===== src/rtl/mcu51_pkg.sv =====
// Shared 8051 external-bus definitions: fetch state encoding, bus idle levels and widths.
package mcu51_pkg;

    localparam int unsigned ADDR_W = 16;
    localparam int unsigned DATA_W = 8;
    localparam int unsigned CNT_W  = 3;

    localparam logic [DATA_W-1:0] PORT_IDLE = 8'hFF;
    localparam logic              PSEN_OFF  = 1'b1;

    typedef enum logic [2:0] {
        ST_IDLE   = 3'd0,
        ST_ADDR   = 3'd1,
        ST_LATCH  = 3'd2,
        ST_STROBE = 3'd3,
        ST_DONE   = 3'd4
    } fetch_state_e;

endpackage


===== src/rtl/xcode_fetch_if.sv =====
// Control-unit request side plus external program-memory bus pins of the code fetch unit.
interface xcode_fetch_if;
    import mcu51_pkg::*;

    logic              req;
    logic [ADDR_W-1:0] addr;
    logic              rdy;
    logic              valid;
    logic [DATA_W-1:0] data;
    logic              ALE;
    logic              PSEN;
    logic [DATA_W-1:0] p0_out;
    logic              p0_oe;
    logic [DATA_W-1:0] p0_in;
    logic [DATA_W-1:0] p2_out;

    // slave: the fetch unit itself
    modport slave (
        input  req, addr, p0_in,
        output rdy, valid, data, ALE, PSEN, p0_out, p0_oe, p2_out
    );

    // master: control unit and external ROM model
    modport master (
        output req, addr, p0_in,
        input  rdy, valid, data, ALE, PSEN, p0_out, p0_oe, p2_out
    );
endinterface


===== src/rtl/xbus_wait_cnt.sv =====
// PSEN wait-state down-counter: load on STROBE entry, decrement until zero.
module xbus_wait_cnt
    import mcu51_pkg::*;
(
    input  logic             clk,
    input  logic             reset,
    input  logic             load,
    input  logic             dec,
    input  logic [CNT_W-1:0] load_val,
    output logic             zero_c
);

    logic [CNT_W-1:0] cnt;

    always_ff @(posedge clk or negedge reset) begin
        if (!reset) begin
            cnt <= '0;
        end else if (load) begin
            cnt <= load_val;
        end else if (dec && (cnt != '0)) begin
            cnt <= cnt - CNT_W'(1);
        end
    end

    assign zero_c = (cnt == '0);

endmodule


===== src/rtl/xcode_fetch.sv =====
// 8051-style external code fetch: ALE/PSEN sequencing with multiplexed P0 address/data.
module xcode_fetch
    import mcu51_pkg::*;
#(
    parameter int unsigned WAIT_STATES = 1
)
(
    input  logic       clk,
    input  logic       reset,
    xcode_fetch_if.slave bus
);

    fetch_state_e state;
    fetch_state_e nxt;
    logic         load;
    logic         dec;
    logic         zero_c;
    logic         accept_c;
    logic         capture_c;

    xbus_wait_cnt u_wait_cnt (
        .clk      (clk),
        .reset    (reset),
        .load     (load),
        .dec      (dec),
        .load_val (CNT_W'(WAIT_STATES)),
        .zero_c   (zero_c)
    );

    // next-state and counter control
    always_comb begin
        nxt  = state;
        load = 1'b0;
        dec  = 1'b0;
        case (state)
            ST_IDLE:   if (bus.req) nxt = ST_ADDR;
            ST_ADDR:   nxt = ST_LATCH;
            ST_LATCH: begin
                nxt  = ST_STROBE;
                load = 1'b1;
            end
            ST_STROBE: begin
                if (zero_c) nxt = ST_DONE;
                else        dec = 1'b1;
            end
            ST_DONE:   nxt = bus.req ? ST_ADDR : ST_IDLE;
            default:   nxt = ST_IDLE;
        endcase
    end

    assign accept_c  = ((state == ST_IDLE) || (state == ST_DONE)) && bus.req;
    assign capture_c = (state == ST_STROBE) && zero_c;

    // pad and status outputs are decoded from the next state so they change with it
    always_ff @(posedge clk or negedge reset) begin
        if (!reset) begin
            state      <= ST_IDLE;
            bus.ALE    <= 1'b0;
            bus.PSEN   <= PSEN_OFF;
            bus.p0_oe  <= 1'b0;
            bus.p0_out <= PORT_IDLE;
            bus.p2_out <= PORT_IDLE;
            bus.valid  <= 1'b0;
            bus.data   <= '0;
            bus.rdy    <= 1'b1;
        end else begin
            state     <= nxt;
            bus.ALE   <= (nxt == ST_ADDR);
            bus.PSEN  <= (nxt == ST_STROBE) ? ~PSEN_OFF : PSEN_OFF;
            bus.p0_oe <= (nxt == ST_ADDR) || (nxt == ST_LATCH);
            bus.valid <= (nxt == ST_DONE);
            bus.rdy   <= (nxt == ST_IDLE) || (nxt == ST_DONE);
            if (accept_c) begin
                bus.p0_out <= bus.addr[7:0];
                bus.p2_out <= bus.addr[15:8];
            end
            if (capture_c) begin
                bus.data <= bus.p0_in;
            end
        end
    end

endmodule


===== src/flat_wrapper.sv =====
// flat-port wrapper written by rule: the top's interface ports become plain ports
module xcode_fetch_flat import mcu51_pkg::*;
#(
    parameter int unsigned WAIT_STATES = 1
)
  (clk, reset, bus_req, bus_addr, bus_p0_in, bus_rdy, bus_valid, bus_data, bus_ALE, bus_PSEN, bus_p0_out, bus_p0_oe, bus_p2_out);
  xcode_fetch_if bus_i ();
  input  logic clk;
  input  logic reset;
  input wire logic [$bits(bus_i.req)-1:0] bus_req;
  input wire logic [$bits(bus_i.addr)-1:0] bus_addr;
  input wire logic [$bits(bus_i.p0_in)-1:0] bus_p0_in;
  output wire logic [$bits(bus_i.rdy)-1:0] bus_rdy;
  output wire logic [$bits(bus_i.valid)-1:0] bus_valid;
  output wire logic [$bits(bus_i.data)-1:0] bus_data;
  output wire logic [$bits(bus_i.ALE)-1:0] bus_ALE;
  output wire logic [$bits(bus_i.PSEN)-1:0] bus_PSEN;
  output wire logic [$bits(bus_i.p0_out)-1:0] bus_p0_out;
  output wire logic [$bits(bus_i.p0_oe)-1:0] bus_p0_oe;
  output wire logic [$bits(bus_i.p2_out)-1:0] bus_p2_out;
  assign bus_i.req = bus_req;
  assign bus_i.addr = bus_addr;
  assign bus_i.p0_in = bus_p0_in;
  assign bus_rdy = bus_i.rdy;
  assign bus_valid = bus_i.valid;
  assign bus_data = bus_i.data;
  assign bus_ALE = bus_i.ALE;
  assign bus_PSEN = bus_i.PSEN;
  assign bus_p0_out = bus_i.p0_out;
  assign bus_p0_oe = bus_i.p0_oe;
  assign bus_p2_out = bus_i.p2_out;
  xcode_fetch #(.WAIT_STATES(WAIT_STATES)) u_core (.clk(clk), .reset(reset), .bus(bus_i));
endmodule

===== config.mk =====
export PLATFORM = sky130hd
export DESIGN_NAME = xcode_fetch_flat
export DESIGN_NICKNAME = d
export VERILOG_FILES = /design/src/rtl/mcu51_pkg.sv /design/src/rtl/xcode_fetch_if.sv /design/src/rtl/xbus_wait_cnt.sv /design/src/rtl/xcode_fetch.sv /design/src/flat_wrapper.sv
export SDC_FILE = /design/constraint.sdc
export NUM_CORES = 1
export LEC_CHECK = 0
export ABC_CLOCK_PERIOD_IN_PS = 1800
export CAP_MARGIN = 20
export CELL_PAD_IN_SITES_DETAIL_PLACEMENT = 1
export CELL_PAD_IN_SITES_GLOBAL_PLACEMENT = 2
export CORE_MARGIN = 5
export CORE_UTILIZATION = 40
export DETAILED_ROUTE_END_ITERATION = 6
export DONT_BUFFER_PORTS = 1
export GPL_TIMING_DRIVEN = 0
export PLACE_DENSITY_LB_ADDON = 0.1
export SYNTH_ARGS = -nofsm -noshare
export SYNTH_HDL_FRONTEND = slang
export SYNTH_SLANG_ARGS = --single-unit

===== constraint.sdc =====
create_clock -name clk -period 1.8 [get_ports clk]
set_clock_uncertainty 0.05 [all_clocks]
set_input_delay 0.18 -clock clk [delete_from_list [all_inputs] [get_ports clk]]
set_output_delay 0.18 -clock clk [all_outputs]
set_load 0.1 [all_outputs]

======== After elaboration in Yosys (flattened, before gate mapping) ========
Cells that the tools add are included.
word-level totals
  register bits ........................... 35
  output and inout port bits .............. 29
operators by class
  add/sub/neg operators ................... 1
  equality and inequality tests ........... 8
  mux-type cells .......................... 10
  reductions and logical operators ........ 11
operator list
  kind                   number
  $pmux W3 S5            1
  $eq A3 B2 Y1 const B   4
  $mux W3                4
  $logic_not A3 Y1       3
  $eq A3 B1 Y1 const B   2
  $eq A3 B3 Y1 const B   2
  $mux W1                5
  $logic_and A1 B1 Y1    3
  $logic_or A1 B1 Y1     3
  $reduce_bool A3 Y1     1
  $sub A3 B1 Y3 const B  1
  $reduce_bool A2 Y1     1

======== Longest topological paths before layout ========
  depth after elaboration ................. 6
  gate-level depth with buffers ........... 5

======== Modules after synthesis ========
A second synthesis with hierarchy kept.
unflattened totals
  cell total of the unflattened synthesis .. 99
  area, all modules ....................... 1498.9 um^2
by module, submodules not included
  module         instances  cells an instance  area each (um^2)  sequential area each (um^2)
  xcode_fetch    1          80                 1308.8            823.3
  xbus_wait_cnt  1          19                 190.2             75.1

======== Worst setup path before layout ========
OpenSTA, ideal clock, no wires.
  kind .................................... register to register
  start point ............................. reg u_core.u_wait_cnt.cnt[0]
  end point ............................... reg u_core.bus.data[0]
  arrival time ............................ 1.326 ns
  data required time ...................... 1.625 ns
  path slack .............................. 0.299 ns
  stages on the path, launching flop included .. 6
  buffers on the path ..................... 0
  period minus slack after synthesis ...... 1.501 ns
  cells stage by stage .................... dfrtp_1 > inv_1 > ha_1 > nand4b_4 > nor2_8 > mux2_2
on the way
  longest elaborated chain between the ends .. 2
ends and longest elaborated chain
  element                 line                  source
  start, declared         xbus_wait_cnt.sv:13   logic [CNT_W-1:0] cnt;
  start signal, assigned  xbus_wait_cnt.sv:19   cnt <= load_val;
  start signal, assigned  xbus_wait_cnt.sv:21   cnt <= cnt - CNT_W'(1);
  $logic_not A3 Y1        xbus_wait_cnt.sv:25   assign zero_c = (cnt == '0);
  $logic_and A1 B1 Y1     xcode_fetch.sv:52     assign capture_c = (state == ST_STROBE) && zero_c;
  end signal, assigned    xcode_fetch.sv:78     bus.data <= bus.p0_in;
  end, declared           xcode_fetch_if.sv:20  output rdy, valid, data, ALE, PSEN, p0_out, p0_oe, p2_out
Every way passes these cells.
A chain may end at the register's enable or synchronous reset.

======== Final worst setup path ========
  start point ............................. reg u_core.u_wait_cnt.cnt[0]
  end point ............................... reg u_core.bus.data[4]
The elaborated chain is that of the path after synthesis.

==> summary.txt <==
Timing
  • Fmax: between 600 and 700 MHz
  • Final setup TNS: 0 ns
  • Final setup viols: 0
  • RSZ-0062 raised after global routing: no
  • Worst Max-Slew Pin Slew: just over 0.9 ns
  • Fin crit period: 1.638 ns
  • Rel. slew slack: 39.09%
  • Final period util: between 90% and 100%
  • Hold Vio Cnt, Final: 0
  • Slew Viols, Final: 0
  • Final worst setup slack: 0.1623 ns

Clocking
  • Worst-Skew Late Latency: about 0.33 ns
  • Post-CTS setup buffer count: 0
  • CTS max path bufs: 2
  • Clock sink count: 35
  • CTS buffer count: 5
  • Post_cts resized: 0
  • CTS clock-pin slew for the worst setup and hold paths: 0.10 ns
  • H-tree depth: 2
  • Clock root buffer: clkbuf_4
  • CTS tree: yes

Yosys
  • Post-Syn Nets: about 120
  • Multiplexer share of the synthesized area: 20.64%
  • EDFF count, synth: 0
  • Top post-synthesis cells by area: dfstp_2 (33%), dfrtp_1 (30%), mux2_2 (13%)
  • Distinct cell type count of the synthesized netlist: 26
  • Synthesis-stage register bit count: 35
  • Mapped Cells: 87
  • Most frequent cell after synthesis: dfstp_2
  • Synth top area share: 32.93%
  • Largest family of logic cells by synthesized area: multiplexers
  • Post-synth top cells: dfstp_2 (18), dfrtp_1 (17), mux2_2 (17)
  • Largest area contributor in the netlist: dfstp_2
  • XOR/XNOR Fraction of Synth Area: 0%
  • Sequential fraction of the synthesis area: between 60% and 70%
  • Simple-gate share of the synthesized area: ~7.7%
  • Compound-cell area share of the yosys netlist: 3.920%
  • Ys async rst share: 100.0%
  • Adder-Cell Fraction of Synth Area: 1.742%
  • Syn Area/Cell: approximately 17 um^2
  • Synthesized cell area: 1436 um^2
  • Syn. warnings: 0
  • Main synth FF type: dfstp_2

Final layout
  • Finished Cell Area: around 1800 um^2
  • Final cell count without fillers: approximately 170
  • Ant diodes: 0
  • Layout Nets: 149
  • Share of post-route cells with drive strength above 1: roughly 48%
  • P&R area growth vs syn: 28.05%

Placement
  • # port buffers: 0
  • Pre-CTS setup slack: ~0.15 ns
  • Inst Count DP: 133
  • Placed Instance Area: about 1500 um^2
  • Post-DP HPWL: 1851 um
  • Routability cong.: around 0.67

Floorplan
  • Chip width: 69.93 um
  • IO Count: between 50 and 60
  • Die height: around 70 um
  • Core area: around 3400 um^2
  • Die Area: between 4000 and 5000 um^2
  • Row cnt: 21
  • Initial Util: between 40% and 50%

Global route
  • First-pass GRT wire length: 4643 um
  • Total Routing Usage GR: between 10% and 20%
  • Pin count of the biggest net entering global routing: 36
  • Initial antenna violation count: 0
  • Vias in the first global route: a little over 900
  • GRT overflow: 0

Status
  • Status: finished clean

Min path
  • HP Class: input port to async pin

Job
  • Max-Cap Viols: 0

Setup path
  • Type of origin of the critical path: flop
  • WS Path Type: flop to flop
  • Crit-path leading delay family: flip-flops
  • Buf/Inv on CP: 1
  • Crit end category: flop
  • CP Max Fanout: 9
  • Largest stage delay, worst path: between 0.3 and 0.4 ns
  • CP max stage cell: dfrtp_1
  • Critical path, cell by cell: inv_1, ha_1, nand4b_4, nor2_8, mux2_2
  • Flop-to-flop setup slack: about 0.16 ns
  • CP arrival: around 1.8 ns
  • Critical Path RT: 1.97 ns

Route
  • Iteration-0 DRC count of the detailed router: 45
  • Routed WL: roughly 2800 um
  • Post-DR vias/cell: between 4 and 5
  • Remaining DRCs: 0
  • Vias: 816
  • ANT nets after route: 0
  • Drt pass-1 iters: 4
  • DR WL/cell: around 17 um
-- cells in the final DEF, fill, tap and decap left out --
| master | synthesis | routed |
|---|---|---|
| buf_12 | 1 | 2 |
| mux2_4 | 7 | 7 |
| and4_2 | 1 | 1 |
| bufinv_16 | 0 | 1 |
| o21ai_2 | 1 | 1 |
| clkbuf_4 | 0 | 5 |
| a21oi_1 | 1 | 1 |
| o22ai_1 | 1 | 1 |
| o21ba_2 | 1 | 1 |
| dfstp_2 | 18 | 18 |
| o2bb2ai_1 | 1 | 1 |
| clkbuf_1 | 0 | 2 |
| nand3_1 | 1 | 1 |
| nor3b_1 | 1 | 1 |
| nor2_1 | 2 | 2 |
| nand4b_4 | 1 | 1 |
| a2bb2oi_1 | 1 | 1 |
| a21oi_2 | 1 | 1 |
| inv_1 | 5 | 5 |
| and2_1 | 1 | 1 |
| buf_6 | 1 | 1 |
| nor3b_2 | 1 | 1 |
| nand2_1 | 1 | 1 |
| and2b_1 | 1 | 1 |
| mux2_2 | 17 | 17 |
| dlygate4sd3_1 | 0 | 25 |
| dfrtp_1 | 17 | 17 |
| nor2_8 | 1 | 1 |
| ha_1 | 2 | 2 |
| nand2b_1 | 1 | 1 |
-- logic make-up after synthesis --
group | count (synthesis)
flops | 35
mux | 24
simple gates | 12
compound gates | 7
buf+inv | 7
fa+ha+maj | 2
-- final cells by class --
cell class              instances  area [um^2]
clock inverters                 1        30.03
plain buffers                   2        31.28
repair buffers                 26        270.3
fillers                       327         1577
well taps                      46        57.56
inverters                       5        18.77
clock buffers                   7        45.04
flip-flops and latches         35        898.4
multi-input cells              45        488.0
-- worst paths after layout --
check | start | end | cells after the start
worst max-delay path | u_core.u_wait_cnt.cnt[0] | u_core.bus.data[4] | 5
worst min-delay path | reset | u_core.u_wait_cnt.cnt[0] | 2
worst max register to register | u_core.u_wait_cnt.cnt[0] | u_core.bus.data[4] | 5
worst min register to register | u_core.u_wait_cnt.cnt[1] | u_core.u_wait_cnt.cnt[1] | 1
max in group asynchronous | reset | u_core.bus.p2_out[4] | 2
min in group clk | bus_req | u_core.bus.ALE | 3
-- timing repair --
item                                   in CTS  in global routing
endpoints found under the hold margin      59                  0
hold buffers                               26                  0
setup endpoints to repair                   0                  0
-- through the flow --
step | hold WS (ns) | utilization [%]
after floorplan | -0.1656 | -
after global placement | -0.1646 | 43.74
after detailed placement | -0.1645 | 43.74
after CTS | 0.2252 | 53.85
after global routing | 0.2352 | 53.85
final | 0.2294 | 53.85
-- sequential cells by signal, summed over array words and instances, names as in the netlist --
register and count:
u_core.bus.data 8, u_core.bus.rdy 1, u_core.bus.ALE 1, u_core.bus.p0_out 8, u_core.bus.p0_oe 1, u_core.state 3
u_core.u_wait_cnt.cnt 3, u_core.bus.PSEN 1, u_core.bus.p2_out 8, u_core.bus.valid 1
-- metal layers --
layer	vias to the layer above	GRT usage, %	part of all wire, %
li1	366	-	-
met2	38	20.99	52
met5	-	0	0
met4	0	4.468	1.4
met1	406	12.89	38
met3	6	6.313	9.0
Power is not shown: default switching activity piles up to over one toggle a cycle in this logic, so the estimate is an artifact.
